File: src/rtl/compressed_inst_aligner_pkg.sv
// Shared types and constants for the RV32IC fetch-side instruction aligner.
package aligner_pkg;
  typedef enum logic {RUN, SKIP} align_state_e;
  localparam int HW_DEPTH = 3;
  localparam logic [1:0] OPC_32B = 2'b11;
endpackage

File: src/rtl/compressed_inst_aligner_fifo.sv
// halfword_fifo: 3-entry 16-bit shift queue; entry 0 is the oldest halfword.
module halfword_fifo
  import aligner_pkg::*;
(
  input  logic        clk,
  input  logic        reset_n,
  input  logic [1:0]  push_n,
  input  logic [1:0]  pop_n,
  input  logic        flush,
  input  logic [31:0] push_data,
  output logic [31:0] head,
  output logic [1:0]  cnt
);
  logic [HW_DEPTH-1:0][15:0] q_q, q_d, sh;
  logic [1:0]                cnt_q, cnt_d, rem;

  // Pop first by shifting toward entry 0, then append pushes behind the survivors.
  always_comb begin
    case (pop_n)
      2'd1:    sh = {16'h0, q_q[2], q_q[1]};
      2'd2:    sh = {32'h0, q_q[2]};
      default: sh = q_q;
    endcase
    rem = cnt_q - pop_n;
  end

  always_comb begin
    q_d   = q_q;
    cnt_d = cnt_q;
    if (flush) begin
      cnt_d = 2'd0;
    end else begin
      q_d = sh;
      for (int i = 0; i < HW_DEPTH; i++) begin
        if (i == int'(rem) && push_n != 2'd0)
          q_d[i] = push_data[15:0];
        else if (i == int'(rem) + 1 && push_n == 2'd2)
          q_d[i] = push_data[31:16];
      end
      cnt_d = rem + push_n;
    end
  end

  always_ff @(posedge clk or negedge reset_n) begin
    if (!reset_n) begin
      q_q   <= '0;
      cnt_q <= 2'd0;
    end else begin
      q_q   <= q_d;
      cnt_q <= cnt_d;
    end
  end

  assign head = {q_q[1], q_q[0]};
  assign cnt  = cnt_q;
endmodule

File: src/rtl/compressed_inst_aligner.sv
// compressed_inst_aligner: realigns 16/32-bit RV32IC instructions from 32-bit fetch words.
// Define ALIGNER_STATS_EN to add the popped-instruction counters stat_c_cnt / stat_i_cnt.
module compressed_inst_aligner
  import aligner_pkg::*;
#(
  parameter logic [31:0] RESET_PC = 32'h0000_0000
) (
  input  logic        clk,
  input  logic        reset_n,
  input  logic        redirect_valid,
  input  logic [31:0] redirect_pc,
  input  logic        fw_valid,
  input  logic [31:0] fw_data,
  output logic        fw_ready,
  output logic        inst_valid,
  input  logic        inst_ready,
  output logic [31:0] inst_data,
  output logic [31:0] inst_pc,
  output logic        inst_is_compressed
`ifdef ALIGNER_STATS_EN
  ,
  output logic [31:0] stat_c_cnt,
  output logic [31:0] stat_i_cnt
`endif
);
  align_state_e state_q, state_d;
  logic [31:0]  pc_q, pc_d;
  logic [31:0]  head, push_data;
  logic [1:0]   hw_cnt, push_n, pop_n;
  logic         head_is_c, accept, pop_fire;

  halfword_fifo u_fifo (
    .clk       (clk),
    .reset_n   (reset_n),
    .push_n    (push_n),
    .pop_n     (pop_n),
    .flush     (redirect_valid),
    .push_data (push_data),
    .head      (head),
    .cnt       (hw_cnt)
  );

  assign head_is_c = head[1:0] != OPC_32B;
  // A 32-bit head with only its low half queued waits for the next word.
  assign inst_valid = (hw_cnt != 2'd0) && (head_is_c || hw_cnt >= 2'd2) && !redirect_valid;
  assign inst_is_compressed = (hw_cnt != 2'd0) && head_is_c;
  assign inst_data = (hw_cnt == 2'd0) ? 32'h0 : (head_is_c ? {16'h0, head[15:0]} : head);
  assign inst_pc   = pc_q;
  assign fw_ready  = reset_n && ((hw_cnt <= 2'd1) || redirect_valid);
  assign accept    = fw_valid && fw_ready;
  assign pop_fire  = inst_valid && inst_ready;
  assign pop_n     = pop_fire ? (head_is_c ? 2'd1 : 2'd2) : 2'd0;

  always_ff @(posedge clk or negedge reset_n) begin
    if (!reset_n) state_q <= RUN;
    else          state_q <= state_d;
  end

  always_comb begin
    state_d = state_q;
    if (redirect_valid)
      state_d = redirect_pc[1] ? SKIP : RUN;
    else if (state_q == SKIP && accept)
      state_d = RUN;
  end

  // A word arriving with a redirect is consumed but dropped; in SKIP only its upper half is kept.
  always_comb begin
    push_n    = 2'd0;
    push_data = fw_data;
    if (accept && !redirect_valid) begin
      if (state_q == SKIP) begin
        push_n    = 2'd1;
        push_data = {16'h0, fw_data[31:16]};
      end else begin
        push_n    = 2'd2;
      end
    end
  end

  always_comb begin
    pc_d = pc_q;
    if (redirect_valid) pc_d = redirect_pc & ~32'h1;
    else if (pop_fire)  pc_d = pc_q + (head_is_c ? 32'd2 : 32'd4);
  end

  always_ff @(posedge clk or negedge reset_n) begin
    if (!reset_n) pc_q <= RESET_PC & ~32'h1;
    else          pc_q <= pc_d;
  end

`ifdef ALIGNER_STATS_EN
  logic [31:0] stat_c_cnt_q, stat_c_cnt_d, stat_i_cnt_q, stat_i_cnt_d;

  always_comb begin
    stat_c_cnt_d = stat_c_cnt_q;
    stat_i_cnt_d = stat_i_cnt_q;
    if (pop_fire && head_is_c)  stat_c_cnt_d = stat_c_cnt_q + 32'd1;
    if (pop_fire && !head_is_c) stat_i_cnt_d = stat_i_cnt_q + 32'd1;
  end

  always_ff @(posedge clk or negedge reset_n) begin
    if (!reset_n) begin
      stat_c_cnt_q <= 32'h0;
      stat_i_cnt_q <= 32'h0;
    end else begin
      stat_c_cnt_q <= stat_c_cnt_d;
      stat_i_cnt_q <= stat_i_cnt_d;
    end
  end

  assign stat_c_cnt = stat_c_cnt_q;
  assign stat_i_cnt = stat_i_cnt_q;
`endif
endmodule

File: config.mk
export PLATFORM = sky130hd
export DESIGN_NAME = compressed_inst_aligner
export DESIGN_NICKNAME = d
export VERILOG_FILES = /design/src/rtl/compressed_inst_aligner_pkg.sv /design/src/rtl/compressed_inst_aligner_fifo.sv /design/src/rtl/compressed_inst_aligner.sv
export SDC_FILE = /design/constraint.sdc
export NUM_CORES = 1
export LEC_CHECK = 0
export BUFFER_PORTS_ARGS = -buffer_cell sky130_fd_sc_hd__buf_2
export CAP_MARGIN = 30
export CORE_AREA = 4 4 110 112
export DETAILED_ROUTE_END_ITERATION = 10
export DIE_AREA = 0 0 114 116
export GPL_TIMING_DRIVEN = 0
export PLACE_DENSITY = 0.76
export SKIP_CTS_REPAIR_TIMING = 1
export SYNTH_ARGS = -nofsm -noshare
export SYNTH_HDL_FRONTEND = slang
export SYNTH_SLANG_ARGS = --single-unit
export TNS_END_PERCENT = 100
File: constraint.sdc
create_clock -name clk -period 3.15 [get_ports clk]
set_input_delay 0.1575 -clock clk [delete_from_list [all_inputs] [get_ports clk]]
set_output_delay 0.1575 -clock clk [all_outputs]
set_load 0.1 [all_outputs]
# After elaboration in Yosys (flattened, before gate mapping)
# Cells that the tools add are included.
# W data, S select, Z words.
[word_totals] register_bits=83 input_bits=69 out_inout_bits=67 elab_cells=73
[classes] n_addsub=4 order_cmp=2 eq_ne=8 n_mux=22 n_bitwise=1 n_reduce_logical=30
[ops] cell="$mux W32" count=6
[ops] cell="$mux W16" count=6
[ops] cell="$pmux W48 S2" count=1
[ops] cell="$add A32 B3 Y32" count=1
[ops] cell="$eq A2 B32 Y1 const A" count=1
[ops] cell="$eq A3 B32 Y1 const A" count=1
[ops] cell="$logic_not A32 Y1" count=1
[ops] cell="$logic_and A1 B1 Y1" count=14
[ops] cell="$reduce_bool A4 Y1" count=3
[ops] cell="$mux W2" count=5
[ops] cell="$reduce_bool A2 Y1" count=4
[ops] cell="$reduce_and A2 Y1" count=3
[ops] cell="$eq A2 B2 Y1 const A" count=2
[ops] cell="$eq A2 B2 Y1 const B" count=2
[ops] cell="$logic_not A2 Y1" count=2
[ops] cell="$add A2 B1 Y3 const B" count=1
[ops] cell="$mux W1" count=3
[ops] cell="$mux W3" count=1
[ops] cell="$add A2 B2 Y2" count=1
[ops] cell="$eq A2 B1 Y1 const B" count=1
[ops] cell="$ge A2 B2 Y1 const B" count=1
[ops] cell="$le A2 B1 Y1 const B" count=1
[ops] cell="$logic_or A1 B1 Y1" count=2
[ops] cell="$ne A2 B2 Y1 const B" count=1
[ops] cell="3 further kinds" count=3

# Longest topological paths before layout
[logic_depth] ltp_word=12 depth_mapped=14

# By module
# From an unflattened synthesis, not the netlist that was laid out.
[unflattened] hier_cells=583 area_unflattened_um2=5776.8
[modules_own_cells] mod="halfword_fifo" n_inst=1 cells_per_inst=278 area_each_um2=3289.4 seq_area_each_um2=1251.2
[modules_own_cells] mod="compressed_inst_aligner" n_inst=1 cells_per_inst=305 area_each_um2=2487.4 seq_area_each_um2=800.8

# Worst setup path after synthesis
# OpenSTA, ideal clock, no wires.
[synth_path] kind="register -> output" from="register u_fifo.cnt_q[1] (netlist: u_fifo.cnt[1])" to="output inst_data[16]" t_arrival_ns=3.352 t_required_ns=2.992 path_slack_ns=-0.360 path_stages_with_launch=6 cell_sequence="dfrtp_1 > clkbuf_1 > buf_1 > nor2_1 > clkbuf_1 > nor3_1"
[synth_via] elab_chain_len=2
[synth_lines] element="start, declared" line_no="compressed_inst_aligner_fifo.sv:15" text="logic [1:0] cnt_q, cnt_d, rem;"
[synth_lines] element="start signal, assigned" line_no="compressed_inst_aligner_fifo.sv:50" text="cnt_q <= cnt_d;"
[synth_lines] element="$logic_not A2 Y1" line_no="compressed_inst_aligner.sv:47" text="assign inst_data = (hw_cnt == 2'd0) ? 32'h0 : (head_is_c ? {16'h0, head[15:0]} : head);"
[synth_lines] element="$mux W32" line_no="compressed_inst_aligner.sv:47"
[synth_lines] element="end, declared" line_no="compressed_inst_aligner.sv:17" text="output logic [31:0] inst_data,"
# No other way between the ends.

# Final worst setup path
[layout_path] from="register u_fifo.q_q, in the netlist u_fifo.head[0]" to="register pc_q[27] (netlist: inst_pc[27])"
[layout_via] elab_chain_len=6 word_cells_on_any_way=10 classes_between="add/sub: 1; eq/ne: 1; mux: 3; reduce/logical: 5"
[layout_lines] element="start, declared" line_no="compressed_inst_aligner_fifo.sv:14" text="logic [HW_DEPTH-1:0][15:0] q_q, q_d, sh;"
[layout_lines] element="start signal, assigned" line_no="compressed_inst_aligner_fifo.sv:49" text="q_q <= q_d;"
[layout_lines] element="$ne A2 B2 Y1 (*)" line_no="compressed_inst_aligner.sv:43" text="assign head_is_c = head[1:0] != OPC_32B;"
[layout_lines] element="parallel branches: the longest is 5 deep, another holds $add A32 B3 Y32"
[layout_lines] element="end signal, assigned" line_no="compressed_inst_aligner.sv:88" text="if (!reset_n) pc_q <= RESET_PC & ~32'h1;"
[layout_lines] element="end signal, assigned" line_no="compressed_inst_aligner.sv:89" text="else pc_q <= pc_d;"
[layout_lines] element="end, declared" line_no="compressed_inst_aligner.sv:27" text="logic [31:0] pc_q, pc_d;"
# Every way passes the cells marked *. The select of a mux whose other input is x is not followed.
# A chain may end at the register's enable or synchronous reset.

==> impl_summary.txt <==
----------------------------------------------------
[Floorplan]
  Die span in x ... between 100 and 150 um
  Initial core utilization ... between 40 and 50%
  Die area ... between 10000 and 15000 sq um
  IO Pins ... 136
  Placeable Area ... 11220 sq um
  FP Rows ... 39
  Height of the die ... approximately 120 um

[Worst setup path]
  WP data arrival ... between 3 and 4 ns
  Category of the worst setup path launch point ... flop
  Data required time at the worst endpoint ... 3.42 ns
  Critical Path End Type ... flop
  Critical Path Fanout Max ... 11
  Worst Path Class, Setup ... flop to flop

[Timing]
  Final Slew Violations ... 0
  Final critical-path required period ... just over 3 ns
  Final setup fails ... 0
  Highest Clock Rate ... 325.9 MHz
  Rel. slew slack ... a little under three fifths
  Slew @ Worst Pin ... about 0.66 ns
  Number of hold violations in the final report ... 0
  Worst clock skew on the final layout ... about 0.0086 ns
  Period utilisation layout ... between 90% and 100%

[CTS]
  Cell at the root of the clock tree ... clkbuf_16
  Clock Tree Buf Depth ... 2
  CTS H-tree depth ... 3
  CTS Buf Count ... 9
  Clock-pin slew on the worst setup and hold paths ... about 0.070 ns
  Clock insertion delay at the later pin of the skew report ... roughly 0.35 ns
  Clock tree from TritonCTS ... done
  # clock sinks ... between 80 and 90

[Route]
  Total wirelength of the detailed-routed design ... 19.06 mm
  Final routed DRC violation total ... 0
  Count of TritonRoute iterations in the first routing pass ... 5
  Number of vias in the routed layout ... roughly 5800
  Detailed-route vias per instance ... ~6.5
  Detail Route Antenna Nets ... 0
  Routed wire length per instance ... roughly 21 um
  Starting DRT DRC Count ... 495

[Cells and area]
  Layout cells sized above 1 ... between 20 and 30%
  Fin area ... 6719 sq um
  Register cell area after layout ... about 2000 sq um
  Antenna Diode Count ... 0
  Final Util ... 59.87%
  Post-synthesis to final-layout area growth ... 26.09%
  Number of fillers in the final layout ... ~1000
  Number of nets in the layout ... 815
  Area of combinational cells with multiple inputs ... 3029 sq um

[Global routing]
  GRT Resource Usage Total ... around 29%
  Pin count of the biggest net entering global routing ... 58
  Number of antenna violations at the first check in global routing ... 0
  Gr ovfl total ... 0
  Number of global-route vias before repair ... between 5000 and 6000
  First-pass GRT wire length ... approximately 30 mm

[Yosys]
  FF+latch count, synth ... slightly above 80
  Top area cells in the synthesized netlist ... dfrtp_1 39%, mux2i_1 9.0%, nand3_1 3.1%
  Count of mapped cells out of synthesis ... slightly below 600
  Combined area of all synthesized cells ... ~5300 sq um
  Count of flip-flops with a built-in enable after synthesis ... 0
  Commonest cells in the synthesized netlist ... 82 x dfrtp_1, 48 x mux2i_1, 43 x nand2_1
  Synth Area per Inst ... between 8 and 9 sq um
  Portion of synthesized cell area occupied by the leading cell type ... roughly two fifths
  Post-synth cell types ... 59
  Asr flop ratio synth ... between 90% and 100%
  Sequential cell area fraction in the yosys report ... about two fifths
  Net count after synthesis ... roughly 670
  Library cell with the highest instance count after synthesis ... dfrtp_1
  Cell taking the most area after synthesis ... dfrtp_1
  Most used flip-flop cell after synthesis ... dfrtp_1
  Number of synthesis warnings ... 0

[Place]
  Number of buffer cells added on primary ports ... approximately 130
  Placed standard-cell area ... around 6200 sq um
  Placed wire-length estimate after detailed placement ... around 13 mm
  Final weighted congestion in routability-driven placement ... 0.9278

[Power and ir drop]
  Leakage ... 3.057 nW
  Power Dens Cells ... between 700 and 800 nW/um^2
  Worst vdd rail ir drop ... ~0.45 mV

[Worst hold path]
  Path type of the worst min-delay path ... input pin to flop

[Flow run]
  Count of max-cap constraint violations ... 0

[Run status]
  Run status ... complete, no violations

----------------------------------------------------
==> sequential cells by signal (all words and copies together) (netlist names) <==
name,count
u_fifo.q_q,16
u_fifo.head,32
u_fifo.cnt,2
inst_pc,31
state_q,1
==> power by group <==
part           internal, mW  switching [mW]
Sequential             1.38           0.244
Combinational         0.655            1.78
Clock                 0.634           0.450
Total                  2.67            2.47
==> cell usage in the layout, fill, tap and decap left out, types with 20 or more instances in the layout <==
cell type and count:
a21oi_1 21, buf_2 138, clkbuf_1 20, dfrtp_1 82, inv_1 26, mux2i_1 48
nand2_1 42, nand3_1 33, nor2b_1 23, o21ai_0 25
==> critical path, stage by stage, from the launching register on <==
cell and delay [ns]:
dfrtp_1 0.43, buf_4 0.21, nand2_2 0.12, buf_8 0.16, buf_8 0.16, ha_1 0.17
inv_1 0.06, fa_1 0.37, and4b_2 0.40, o211ai_1 0.17, buf_4 0.19, or4_1 0.39
a31oi_1 0.17
==> cell families (layout without fill, tap and decap cells) <==
| logic type | count (synthesis) | after routing | share of synthesized area, % |
|---|---|---|---|
| compound gates | 159 | 159 | 20.90 |
| xor+xnor | 7 | 7 | 1.151 |
| fa+ha+maj | 5 | 5 | 1.315 |
| buf+inv | 79 | 232 | 5.752 |
| flops | 82 | 82 | 38.51 |
| mux | 50 | 50 | 9.439 |
| other cells | 1 | 1 | 0.07037 |
| simple gates | 210 | 210 | 22.87 |
==> stage by stage <==
| step | setup WS [ns] | instances | TNS, ns | hold slack (ns) | total power, mW |
|---|---|---|---|---|---|
| after floorplan | -0.3598 | 593 | -5.740 | -0.1381 | 3.351 |
| after global placement | -0.9354 | 869 | -35.48 | 0.3665 | 3.850 |
| after detailed placement | -1.033 | 870 | -42.34 | 0.1410 | 3.928 |
| after CTS | -1.061 | 886 | -43.88 | -0.2306 | 5.015 |
| after global routing | -0.002774 | 889 | -0.002774 | 0.02257 | 5.392 |
| final | 0.08158 | 889 | 0 | 0.008562 | 5.143 |
==> cell type report <==
cell class / count / area share [%]
well taps: 143 / 2.663
plain buffers: 48 / 3.855
multi-input cells: 432 / 45.08
clock inverters: 5 / 0.8007
inverters: 27 / 1.564
clock buffers: 11 / 3.613
repair buffers: 141 / 11.88
flip-flops and latches: 82 / 30.54
==> path summary, 6_finish.rpt <==
kind | endpoint | cells after the start | start | slack (ns)
min reg2reg | u_fifo.q_q[35] | 2 | u_fifo.q_q[35] | 0.56
min in group asynchronous | u_fifo.head[20] | 4 | reset_n | 0.47
max reg2reg | inst_pc[27] | 12 | u_fifo.head[0] | 0.08
max in group asynchronous | u_fifo.head[12] | 5 | reset_n | 1.91
min | inst_pc[12] | 3 | redirect_pc[12] | 0.009
max | inst_pc[27] | 12 | u_fifo.head[0] | 0.08
==> per-layer routing <==
layer  GRT usage, %  vias up  share of wire [%]
li1               -     2576                  -
met1          37.52     2737                 39
met2          44.54      403                 48
met3          6.945       61                 10
met4          15.20        0                2.9
met5              0        -                  0
Power figures use the tool's default switching activity.
